`config.mk`:
```
export PLATFORM = sky130hd
export DESIGN_NAME = btn_conditioner
export DESIGN_NICKNAME = d
export VERILOG_FILES = /design/src/rtl/btn_conditioner.sv
export SDC_FILE = /design/constraint.sdc
export NUM_CORES = 1
export LEC_CHECK = 0
export ABC_AREA = 1
export BUFFER_PORTS_ARGS = -buffer_cell sky130_fd_sc_hd__buf_4
export CAP_MARGIN = 20
export CORE_AREA = 2 2 156 158
export CTS_BUF_LIST = sky130_fd_sc_hd__clkbuf_2 sky130_fd_sc_hd__clkbuf_4 sky130_fd_sc_hd__clkbuf_8
export DETAILED_ROUTE_END_ITERATION = 8
export DIE_AREA = 0 0 158 160
export GPL_TIMING_DRIVEN = 0
export REMOVE_ABC_BUFFERS = 1
export SLEW_MARGIN = 20
export SYNTH_ARGS = -nofsm -noshare
export SYNTH_HDL_FRONTEND = slang
export SYNTH_SLANG_ARGS = --single-unit
export TNS_END_PERCENT = 1
```
`constraint.sdc`:
```
create_clock -name clk -period 4.5 [get_ports clk]
set_input_delay 0.225 -clock clk [delete_from_list [all_inputs] [get_ports clk]]
set_output_delay 0.225 -clock clk [all_outputs]
set_load 0.02 [all_outputs]
```
`src/rtl/btn_conditioner.sv`:
```
// btn_conditioner: five-button synchronizer + debouncer with press pulses.
// Bits: 0 ENTER, 1 UP, 2 DOWN, 3 LEFT, 4 RIGHT; 1 = pressed.
// Optional feature: define BTN_AUTOREPEAT_EN to re-issue pulses on held
// direction buttons (bits 1-4); ENTER never repeats.
module btn_conditioner #(
    parameter int DEBOUNCE_CYCLES = 1000000
`ifdef BTN_AUTOREPEAT_EN
    ,
    parameter int REPEAT_DELAY    = 50000000,
    parameter int REPEAT_RATE     = 10000000
`endif
) (
    input  logic       clk,
    input  logic       rst,
    input  logic [4:0] btn_raw,
    output logic [4:0] btn_level,
    output logic [4:0] btn_pulse
);

    localparam int CW = $clog2(DEBOUNCE_CYCLES);

    typedef enum logic [1:0] {
        RELEASED      = 2'd0,
        PRESS_CHECK   = 2'd1,
        PRESSED       = 2'd2,
        RELEASE_CHECK = 2'd3
    } state_e;

`ifdef BTN_AUTOREPEAT_EN
    localparam int REP_MAX = (REPEAT_DELAY > REPEAT_RATE) ? REPEAT_DELAY : REPEAT_RATE;
    localparam int RW      = $clog2(REP_MAX + 1);
`endif

    for (genvar i = 0; i < 5; i++) begin : g_bit
        logic          s1_q, s2_q;
        state_e        state_q, state_d;
        logic [CW-1:0] cnt_q, cnt_d;
        logic          level_q, level_d;
        logic          pulse_q, pulse_d;
        logic          press_done;
        logic          rep_pulse;

        // Synchronizer, debounce FSM and output registers.
        always_ff @(posedge clk) begin
            if (rst) begin
                s1_q    <= 1'b0;
                s2_q    <= 1'b0;
                state_q <= RELEASED;
                cnt_q   <= '0;
                level_q <= 1'b0;
                pulse_q <= 1'b0;
            end else begin
                s1_q    <= btn_raw[i];
                s2_q    <= s1_q;
                state_q <= state_d;
                cnt_q   <= cnt_d;
                level_q <= level_d;
                pulse_q <= pulse_d;
            end
        end

        // Next-state: a level change is accepted only after DEBOUNCE_CYCLES
        // consecutive samples; the counter is cleared on every transition.
        always_comb begin
            state_d    = state_q;
            cnt_d      = cnt_q;
            press_done = 1'b0;
            case (state_q)
                RELEASED: begin
                    if (s2_q) begin
                        state_d = PRESS_CHECK;
                        cnt_d   = CW'(1);
                    end
                end
                PRESS_CHECK: begin
                    if (!s2_q) begin
                        state_d = RELEASED;
                        cnt_d   = '0;
                    end else if (cnt_q == CW'(DEBOUNCE_CYCLES - 1)) begin
                        state_d    = PRESSED;
                        cnt_d      = '0;
                        press_done = 1'b1;
                    end else begin
                        cnt_d = cnt_q + CW'(1);
                    end
                end
                PRESSED: begin
                    if (!s2_q) begin
                        state_d = RELEASE_CHECK;
                        cnt_d   = CW'(1);
                    end
                end
                RELEASE_CHECK: begin
                    if (s2_q) begin
                        state_d = PRESSED;
                        cnt_d   = '0;
                    end else if (cnt_q == CW'(DEBOUNCE_CYCLES - 1)) begin
                        state_d = RELEASED;
                        cnt_d   = '0;
                    end else begin
                        cnt_d = cnt_q + CW'(1);
                    end
                end
                default: begin
                    state_d = RELEASED;
                    cnt_d   = '0;
                end
            endcase
            level_d = (state_d == PRESSED) || (state_d == RELEASE_CHECK);
            pulse_d = press_done | rep_pulse;
        end

`ifdef BTN_AUTOREPEAT_EN
        if (i >= 1) begin : g_rep
            logic [RW-1:0] rep_q, rep_d;
            logic          first_q, first_d;

            // Repeat counter state; held (not cleared) during RELEASE_CHECK.
            always_ff @(posedge clk) begin
                if (rst) begin
                    rep_q   <= '0;
                    first_q <= 1'b0;
                end else begin
                    rep_q   <= rep_d;
                    first_q <= first_d;
                end
            end

            // Counts only while staying in PRESSED; first interval is
            // REPEAT_DELAY, later ones REPEAT_RATE, reloading to 0 on a pulse.
            always_comb begin
                rep_d     = rep_q;
                first_d   = first_q;
                rep_pulse = 1'b0;
                if (press_done) begin
                    rep_d   = '0;
                    first_d = 1'b1;
                end else if (state_q == PRESSED && state_d == PRESSED) begin
                    if (first_q && rep_q == RW'(REPEAT_DELAY - 1)) begin
                        rep_pulse = 1'b1;
                        rep_d     = '0;
                        first_d   = 1'b0;
                    end else if (!first_q && rep_q == RW'(REPEAT_RATE - 1)) begin
                        rep_pulse = 1'b1;
                        rep_d     = '0;
                    end else begin
                        rep_d = rep_q + RW'(1);
                    end
                end
            end
        end else begin : g_norep
            assign rep_pulse = 1'b0;
        end
`else
        assign rep_pulse = 1'b0;
`endif

        assign btn_level[i] = level_q;
        assign btn_pulse[i] = pulse_q;
    end

endmodule

```
==> results of run 1 <==
[metal layers]
metal | global-route usage (%) | up-vias
li1 | - | 3394
met1 | 16.7 | 2723
met2 | 19.5 | 58
met3 | 2.99 | 12
met4 | 4.42 | 0
met5 | 0 | -
[where the power goes]
group          internal (uW)  switching, uW  total (uW)
combinational           19.6           53.0        72.6
sequential              1130           5.03        1140
clock                    612            492        1100
total                   1760            550        2310
[per-stage QoR]
| stage | hold WS [ps] | power, uW | utilization (%) |
|---|---|---|---|
| finish | 274 | 2310 | 32.6 |
| global route | 277 | 2420 | 32.6 |
| CTS | 268 | 2360 | 32.6 |
| detailed placement | 399 | 1230 | 30.6 |
| global placement | 391 | 1230 | 30.6 |
| floorplan | 294 | 1200 | - |
[sequential cells by signal, summed over array words and instances, names as in the netlist]
signal,flops
g_bit.cnt_q,100
g_bit.state_q,10
g_bit.pulse_q,5
g_bit.s1_q,5
g_bit.s2_q,5
g_bit.level_q,2
[logic make-up (layout without fill, tap and decap cells)]
group | Yosys count | in the layout
simple gates | 626 | 626
xor+xnor | 30 | 30
flops | 127 | 127
fa+ha+maj | 5 | 5
buf+inv | 170 | 194
compound gates | 108 | 108
mux | 2 | 2
[path summary, 6_finish.rpt]
kind | end | startpoint | cells past startpoint | slack [ps]
worst max-delay path | g_bit[0].cnt_q[16] | g_bit[0].cnt_q[0] | 8 | 2690
worst min-delay path | g_bit[1].cnt_q[7] | rst | 2 | 270
worst max register to register | g_bit[0].cnt_q[16] | g_bit[0].cnt_q[0] | 8 | 2690
worst min register to register | g_bit[3].s2_q | g_bit[3].s1_q | 2 | 410
[layout by cell type, fill, tap and decap left out, types with 2 or more instances in the layout]
cell type      count
xnor2_2            3
o21ai_0           27
a21oi_1           52
nand3_1           90
o21bai_1           9
o211ai_1           2
nor2_4             3
nor3_1            20
o21ai_2            2
nand2_2           10
nand2_1          285
bufinv_16          4
dfxtp_1          127
xor2_1            22
mux2_2             2
a21o_1             2
clkinv_2           2
buf_4             16
nor2_2            13
xnor2_1            5
dlygate4sd3_1      5
inv_1            127
o21a_1             4
nor2_1           170
ha_1               5
o21ai_1            6
inv_2             14
nor3_4             2
clkinv_4           5
nand3_2            5
inv_6              4
nand4_1           23
clkbuf_8          17
[what timing repair did]
item	in CTS	in global routing
gates resized for setup	0	0
endpoints found under the hold margin	5	0
hold buffers	5	0
[worst max-delay path, cell delays in order, from the launching register on]
cell and delay, ps:
dfxtp_1 380, ha_1 180, nand3_1 180, nor2_1 170, nand3_1 180, nand2_1 150, nand2_2 130, nand2_2 240
nor2_1 80
[layout make-up]
| class | instances | share of cell area (%) |
|---|---|---|
| well taps | 324 | 5.21 |
| clock buffers | 17 | 3.01 |
| flip-flops and latches | 127 | 32.7 |
| inverters | 141 | 6.81 |
| repair buffers | 21 | 2.19 |
| multi-input cells | 771 | 47.4 |
| clock inverters | 15 | 2.69 |
==> results.tsv, run 1 <==
stage	metric	value	unit
layout	num_antenna_cells	0	
sta	skew	12.2	ps
placement	dpl-instance-area	7280	um^2
placement	gp_routability_congestion	0.801	
synth	synthAdderAreaFrac	0.900	%
placement	portBuffers	16	
sta	post-route-period-util	40.1	%
synth	synth_top_area_cell	dfxtp_1	
synth	syn-instance-count	1068	
clocking	clk_path_buf_depth	2	
die	start_util	29.2	%
sta	rsz0062_at_grt	no	
die	io_pins	17	
sta	finalWorstSetupSlack	2690	ps
layout	multi_input_area	3680	um^2
synth	synth-compound-area-share	8.62	%
layout	instances_no_fill	1416	
synth	synth_edf_count	0	
route	remaining_drc_errors	0	
sta	maxSlewViolCount	0	
layout	regArea	2540	um^2
sta	period_needed	1810	ps
synth	synth_xor_area_share	4.10	%
synth	yosys-top-cells-area	dfxtp_1, nand2_1, nor2_1, inv_1, nand3_1	
global_route	antenna_found_initial	0	
clocking	cts_setup_buffers	0	
clocking	clk_latency	450	ps
layout	final_area	7770	um^2
route	wire_per_inst	10.3	um
clocking	numCtsBuffers	17	
synth	synth_mux_area_share	0.324	%
die	core_area	23800	um^2
route	ant_nets	0	
synth	syn_area	6950	um^2
clocking	cts_sinks	127	
global_route	grt_util_all_layers	12.5	%
route	wl_met1	7520	um
placement	place_ws	2520	ps
synth	synth_top_family_by_area	simple AND/OR/NAND/NOR gates	
synth	synth_most_common_cell	nand2_1	
sta	relSlewSlack	46.8	%
layout	fill_cells	2644	
clocking	clk_pin_slew	90	ps
synth	synth.avg_cell_area	6.51	um^2
placement	place.detailed.instances	1379	
power	powerDensity	298	nW/um^2
synth	ys_ff_latch	127	
die	fp.dieArea	25300	um^2
route	viasPerCell	4.37	
route	drt-total-wl	14500	um
route	route.met2.wl	6480	um
die	rows	57	
sta	setup_viol	0	
global_route	grt_pass1_wl	26200	um
critical_path	critPathLaunchType	flop	
synth	yosys.area_share.simple	39.0	%
critical_path	crit_fanout	10	
power	worst_ir_drop_vdd	0.187	mV
critical_path	criticalPathCategory	flop to flop	
synth	synthFlopType	dfxtp_1	
route	wl_met3	354	um
synth	synth_common_cells	nand2_1, nor2_1, inv_1	
global_route	first_global_vias	5794	
die	dieHeight	160	um
layout	final_nets	1091	
sta	hold_violations	0	
die	die_x	158	um
critical_path	endpoint_kind	flop	
clocking	cts_root_buf	clkbuf_8	
synth	yosysSeqAreaShare	36.6	%
synth	synth_top_area_share	36.6	%
placement	dp_hpwl	10000	um
run	max_cap_violations	0	
synth	synth.distinct_cells	40	
global_route	grt_max_degree	59	
synth	async_flop_share	0	%
synth	synth_warnings	0	
sta	tightest_slew	797	ps
route	drt-pass1-iter-count	4	
route	topRoutingLayerUsed	met4	
run_status	status	finished, final reports clean	
worst_hold_path	hp-class	primary input to flop	
route	vias	6187	
route	drt_iter0_markers	282	
critical_path	cp_data_required_time	4820	ps
critical_path	arrival	2130	ps
global_route	grt_overflow_total	0	
sta	fmax	0.554	GHz
power	leakage	0.00296	uW
layout	drive_above_1_share	9.80	%
clocking	cts_tree	done	
layout	syn_to_final_growth	11.8	%
clocking	h-tree-depth	4	
sta	setup_tns	0	ps
(Power assumes the default switching activity.)
==> run 2: changes to the inputs <==
==> constraint.sdc (replaced) <==
create_clock -name clk -period 1.7 [get_ports clk]
set_input_delay 0.085 -clock clk [delete_from_list [all_inputs] [get_ports clk]]
set_output_delay 0.085 -clock clk [all_outputs]
set_load 0.02 [all_outputs]
==> run 2 against run 1 <==
Sequential cell count unchanged. Count of clock-buffer cells in the layout stayed put. Clock skew is essentially flat. Critical endpoint is now g_bit[1].cnt_q[12].
==> results.tsv, run 2 (synthesis results as in run 1) <==
stage	metric	value	unit	change
die	start_util	29.2	%	unchanged
route	wire_per_inst	10.4	um	+1.3%
critical_path	r2r_end	g_bit[1].cnt_q[12]		
global_route	grt_pass1_wl	26400	um	+0.71%
layout	num_antenna_cells	0		unchanged
clocking	clk_latency	450	ps	about the same
die	rows	57		unchanged
critical_path	critPathLaunchType	flop		
layout	final_area	7890	um^2	+1.5%
sta	skew	12.6	ps	+0.348 ps
layout	multi_input_area	3780	um^2	+2.5%
placement	place.detailed.instances	1379		unchanged
die	die_x	158	um	unchanged
critical_path	cp_data_required_time	2010	ps	-2810 ps
global_route	grt_util_all_layers	12.5	%	+0.068 points
clocking	clk_pin_slew	90	ps	about the same
die	dieHeight	160	um	unchanged
route	drt-total-wl	14800	um	+1.5%
critical_path	worst-r2r-cell-count	8		unchanged
route	drt_iter0_markers	342		+21%
clocking	clk_path_buf_depth	2		unchanged
power	leakage	0.00299	uW	+0.81%
critical_path	arrival	1980	ps	-150 ps
route	vias	6245		+0.94%
route	viasPerCell	4.40		+0.72%
clocking	numCtsBuffers	17		unchanged
global_route	grt_overflow_total	0		unchanged
layout	final_nets	1094		+0.27%
route	remaining_drc_errors	0		unchanged
sta	tightest_slew	852	ps	+55.8 ps
route	ant_nets	0		unchanged
sta	rsz0062_at_grt	yes		
sta	relSlewSlack	43.1	%	-3.7 points
critical_path	r2r_slack	30	ps	-2660 ps
layout	fill_cells	2635		-0.34%
critical_path	r2r_start	g_bit[1].cnt_q[0]		
critical_path	cp-endpoint	g_bit[1].cnt_q[12]		
layout	drive_above_1_share	12.2	%	+2.4 points
die	core_area	23800	um^2	unchanged
sta	maxSlewViolCount	0		unchanged
layout	syn_to_final_growth	13.5	%	
clocking	h-tree-depth	4		unchanged
global_route	grt_max_degree	59		unchanged
sta	fmax	0.600	GHz	+8.4%
clocking	cts_root_buf	clkbuf_8		
critical_path	criticalPathCategory	flop to flop		
placement	dpl-instance-area	7280	um^2	unchanged
sta	hold_violations	0		unchanged
route	drt-pass1-iter-count	4		unchanged
layout	instances_no_fill	1419		+0.21%
power	worst_ir_drop_vdd	0.495	mV	+160%
layout	layout_common_cells	nand2_1, nor2_1, inv_1, dfxtp_1, nand3_1		
sta	setup_viol	0		unchanged
clocking	cts_sinks	127		unchanged
run	max_cap_violations	0		unchanged
placement	dp_hpwl	10000	um	unchanged
critical_path	crit_fanout	12		+2
layout	regMostFlops	g_bit.cnt_q		
layout	final_common_cell	nand2_1		
sta	post-route-period-util	98.0	%	+58 points
sta	period_needed	1670	ps	-139 ps
run_status	status	finished, final reports clean		
placement	portBuffers	16		unchanged
sta	hold_ws	125	ps	-149 ps
layout	finish.utilization	33.1	%	+0.49 points
global_route	antenna_found_initial	0		unchanged
clocking	cts_tree	done		
die	io_pins	17		unchanged
layout	largest_register_ffs	100		unchanged
layout	top_regs	g_bit.cnt_q x100, g_bit.state_q x10		
global_route	first_global_vias	5837		+0.74%
sta	setup_tns	0	ps	unchanged
critical_path	endpoint_kind	flop		
layout	regArea	2550	um^2	+0.34%
critical_path	critPathLaunch	g_bit[1].cnt_q[0]		
placement	gp_routability_congestion	0.801		unchanged
worst_hold_path	hp-class	primary input to flop		
die	fp.dieArea	25300	um^2	unchanged
power	powerDensity	778	nW/um^2	+160%
-- run 2: area by class of cell --
type                            instances  share of cell area, %
Timing Repair Buffer                   23                   2.35
Clock buffer                           17                   2.96
Tap cell                              324                   5.14
Clock inverter                         15                   2.65
Inverter                              141                   6.71
Sequential cell                       127                   32.3
Multi-Input combinational cell        772                   47.9
-- run 2: per-stage QoR --
stage          setup slack [ps]  power [uW]
6_report                   34.1        6140
5_1_grt                   -85.3        6410
4_1_cts                   -15.1        6250
3_5_place_dp               -143        3260
3_3_place_gp               -675        3260
2_1_floorplan               255        3180
-- run 2: worst min-delay path by stage --
stage | startpoint | endpoint | slack, ps | cells past startpoint
floorplan | rst | g_bit[0].cnt_q[1] | 150 | 1
global placement | btn_raw[4] | g_bit[4].s1_q | 280 | 3
detailed placement | btn_raw[0] | g_bit[0].s1_q | 290 | 3
CTS | rst | g_bit[1].cnt_q[7] | 130 | 2
global route | rst | g_bit[1].cnt_q[7] | 140 | 2
finish | rst | g_bit[1].cnt_q[7] | 130 | 2
-- run 2: layer usage --
layer	up-vias	part of all wire (%)	global-route usage [%]
met3	14	2.5	2.99
met4	0	1.2	4.55
met2	58	45	19.6
met5	-	0	0
li1	3401	-	-
met1	2772	51	16.7
-- run 2: what timing repair did --
| item | 4_1_cts | 5_1_grt |
|---|---|---|
| hold endpoints to repair | 5 | 0 |
| setup buffers | 0 | 2 |
| gates resized for setup | 7 | 25 |
| gates cloned | 1 | 0 |
| hold buffers | 5 | 0 |
| pin swaps | 1 | 2 |
| endpoints found under the setup margin | 22 | 86 |
-- run 2: critical path, cell delays in order (launching register included) --
cell and delay [ps]:
dfxtp_2 370, ha_2 210, inv_2 60, nor3_4 290, nand3_4 160, nand2_4 110
inv_2 130, a21boi_1 160, nor2_1 50
-- run 2: power by group --
group	internal, uW	total [uW]	switching [uW]
combinational	55.8	202	147
sequential	2990	3010	13.4
clock	1620	2930	1310
total	4670	6140	1470
==> run 3: changes to the inputs <==
--- a/config.mk
+++ b/config.mk
@@ -13,7 +13,6 @@
 export DETAILED_ROUTE_END_ITERATION = 8
 export DIE_AREA = 0 0 158 160
 export GPL_TIMING_DRIVEN = 0
-export REMOVE_ABC_BUFFERS = 1
 export SLEW_MARGIN = 20
 export SYNTH_ARGS = -nofsm -noshare
 export SYNTH_HDL_FRONTEND = slang
==> run 3 against run 2 <==
Fmax grew 3.9%. Total power shrank 8.9%. Sequential share of layout area shrank 0.61 points. Via count grew 4.8%. Core utilization grew 0.65 points. Critical path depth grew 1. Critical endpoint is now g_bit[1].cnt_q[8].
==> results.tsv, run 3 (synthesis results as in run 1) <==
stage	metric	value	unit	change
global_route	grt_max_degree	17		-71%
route	drt-pass1-iter-count	5		+1
die	fp.dieArea	25300	um^2	unchanged
clocking	cts_root_buf	clkbuf_8		
run	max_cap_violations	0		unchanged
placement	gp_routability_congestion	0.849		+6.0%
sta	period_needed	1600	ps	-62.2 ps
global_route	first_global_vias	6080		+4.2%
critical_path	arrival	1900	ps	-80 ps
layout	num_antenna_cells	0		unchanged
clocking	cts_tree	done		
route	wire_per_inst	11.2	um	+7.4%
layout	syn_to_final_growth	15.7	%	
critical_path	worst-path-buf-inv	3		+1
sta	relSlewSlack	46.9	%	+3.8 points
layout	layout_common_cells	nand2_1, nor2_1, inv_1, dfxtp_1, nand3_1		
global_route	antenna_found_initial	0		unchanged
sta	hold_violations	0		unchanged
power	leakage	0.00309	uW	+3.3%
global_route	grt_overflow_total	0		unchanged
synth	synth_nets	1080		
critical_path	critPathLaunchType	flop		
clocking	numCtsBuffers	17		unchanged
die	rows	57		unchanged
power	worst_ir_drop_vdd	0.369	mV	-26%
route	remaining_drc_errors	0		unchanged
clocking	cts_sinks	127		unchanged
route	vias	6543		+4.8%
die	start_util	29.2	%	unchanged
sta	tightest_slew	796	ps	-56.0 ps
sta	setup_viol	0		unchanged
sta	setup_tns	0	ps	unchanged
layout	final_common_cell	nand2_1		
run_status	status	finished, final reports clean		
critical_path	cpPeakStageDelay	380	ps	about the same
layout	fill_cells	2619		-0.61%
clocking	clk_latency	450	ps	about the same
placement	portBuffers	16		unchanged
clocking	h-tree-depth	4		unchanged
sta	skew	12.7	ps	+0.143 ps
die	core_area	23800	um^2	unchanged
power	powerDensity	695	nW/um^2	-11%
sta	post-route-period-util	94.3	%	-3.7 points
critical_path	slowest_stage	dfxtp_2		
layout	final_area	8050	um^2	+2.0%
die	io_pins	17		unchanged
sta	rsz0062_at_grt	yes		
layout	top_regs	g_bit.cnt_q x100, g_bit.state_q x10		
die	dieHeight	160	um	unchanged
layout	final_nets	1128		+3.1%
route	viasPerCell	4.51		+2.4%
sta	fmax	0.624	GHz	+3.9%
die	die_x	158	um	unchanged
placement	dpl-instance-area	7480	um^2	+2.7%
critical_path	cp_common_cell	inv_2		
worst_hold_path	hp-class	primary input to flop		
critical_path	endpoint_kind	flop		
route	drt-total-wl	16200	um	+9.9%
route	drt_iter0_markers	353		+3.2%
critical_path	criticalPathCategory	flop to flop		
route	ant_nets	0		unchanged
global_route	grt_pass1_wl	27800	um	+5.0%
critical_path	crit_fanout	10		-2
layout	drive_above_1_share	14.3	%	+2.0 points
critical_path	cp_data_required_time	1990	ps	-20 ps
placement	dp_hpwl	11800	um	+18%
layout	regMostFlops	g_bit.cnt_q		
global_route	grt_util_all_layers	13.5	%	+0.92 points
critical_path	crit_chain	ha_4, inv_2, nor3_4, nand3_4, nand2_4, inv_2, buf_6, nand3_2, a21oi_1		
clocking	clk_pin_slew	70	ps	-20 ps
clocking	clk_path_buf_depth	2		unchanged
critical_path	cpLargestDelayFamily	simple AND/OR/NAND/NOR gates		
sta	maxSlewViolCount	0		unchanged
layout	largest_register_ffs	100		unchanged
## run 3: final cells by class
class	count	area [um^2]	share of cell area [%]
clock inverters	7	37.5	0.466
inverters	141	529	6.58
plain buffers	29	196	2.44
clock buffers	24	305	3.79
repair buffers	28	225	2.80
flip-flops and latches	127	2550	31.7
multi-input cells	772	3790	47.2
well taps	324	405	5.04
## run 3: power breakdown
part           switching (uW)  internal [uW]
sequential               15.2           3000
clock                    1170           1160
combinational             166           76.2
## run 3: path summary, 6_finish.rpt
path | from | end | slack [ps] | cells past startpoint
max | g_bit[1].cnt_q[0] | g_bit[1].cnt_q[8] | 100 | 9
min | rst | g_bit[2].pulse_q | 30 | 4
max reg2reg | g_bit[1].cnt_q[0] | g_bit[1].cnt_q[8] | 100 | 9
min reg2reg | g_bit[3].s1_q | g_bit[3].s2_q | 400 | 2
## run 3: layer usage
layer	up-vias	global-route usage, %	share of wire, %
li1	3455	-	-
met1	2941	17.6	48
met2	120	21.5	45
met3	27	3.58	4.6
met4	0	4.34	1.9
met5	-	0	0
## run 3: what timing repair did
action | CTS | global route
gates resized for setup | 9 | 26
pin swaps | 3 | 5
setup buffers | 3 | 3
setup endpoints to repair | 41 | 67
gates cloned | 1 | 0
hold buffers | 5 | 1
endpoints found under the hold margin | 5 | 1
## run 3: stage by stage
step / total power, uW / setup slack (ps) / instances / hold WS (ps) / utilization, %
2_1_floorplan: 3220 / 229 / 1068 / 192 / -
3_3_place_gp: 3300 / -87.7 / 1408 / 287 / 31.4
3_5_place_dp: 3300 / -129 / 1408 / 298 / 31.4
4_1_cts: 5670 / 7.43 / 1448 / 5.95 / 33.3
5_1_grt: 5830 / -25.4 / 1452 / 44.3 / 33.8
6_report: 5590 / 96.3 / 1452 / 30.9 / 33.8
## run 3: worst min-delay path, cell delays in order
cell and delay [ps]:
buf_4 100, nor2_1 40, nand4_1 120, nor2_1 70
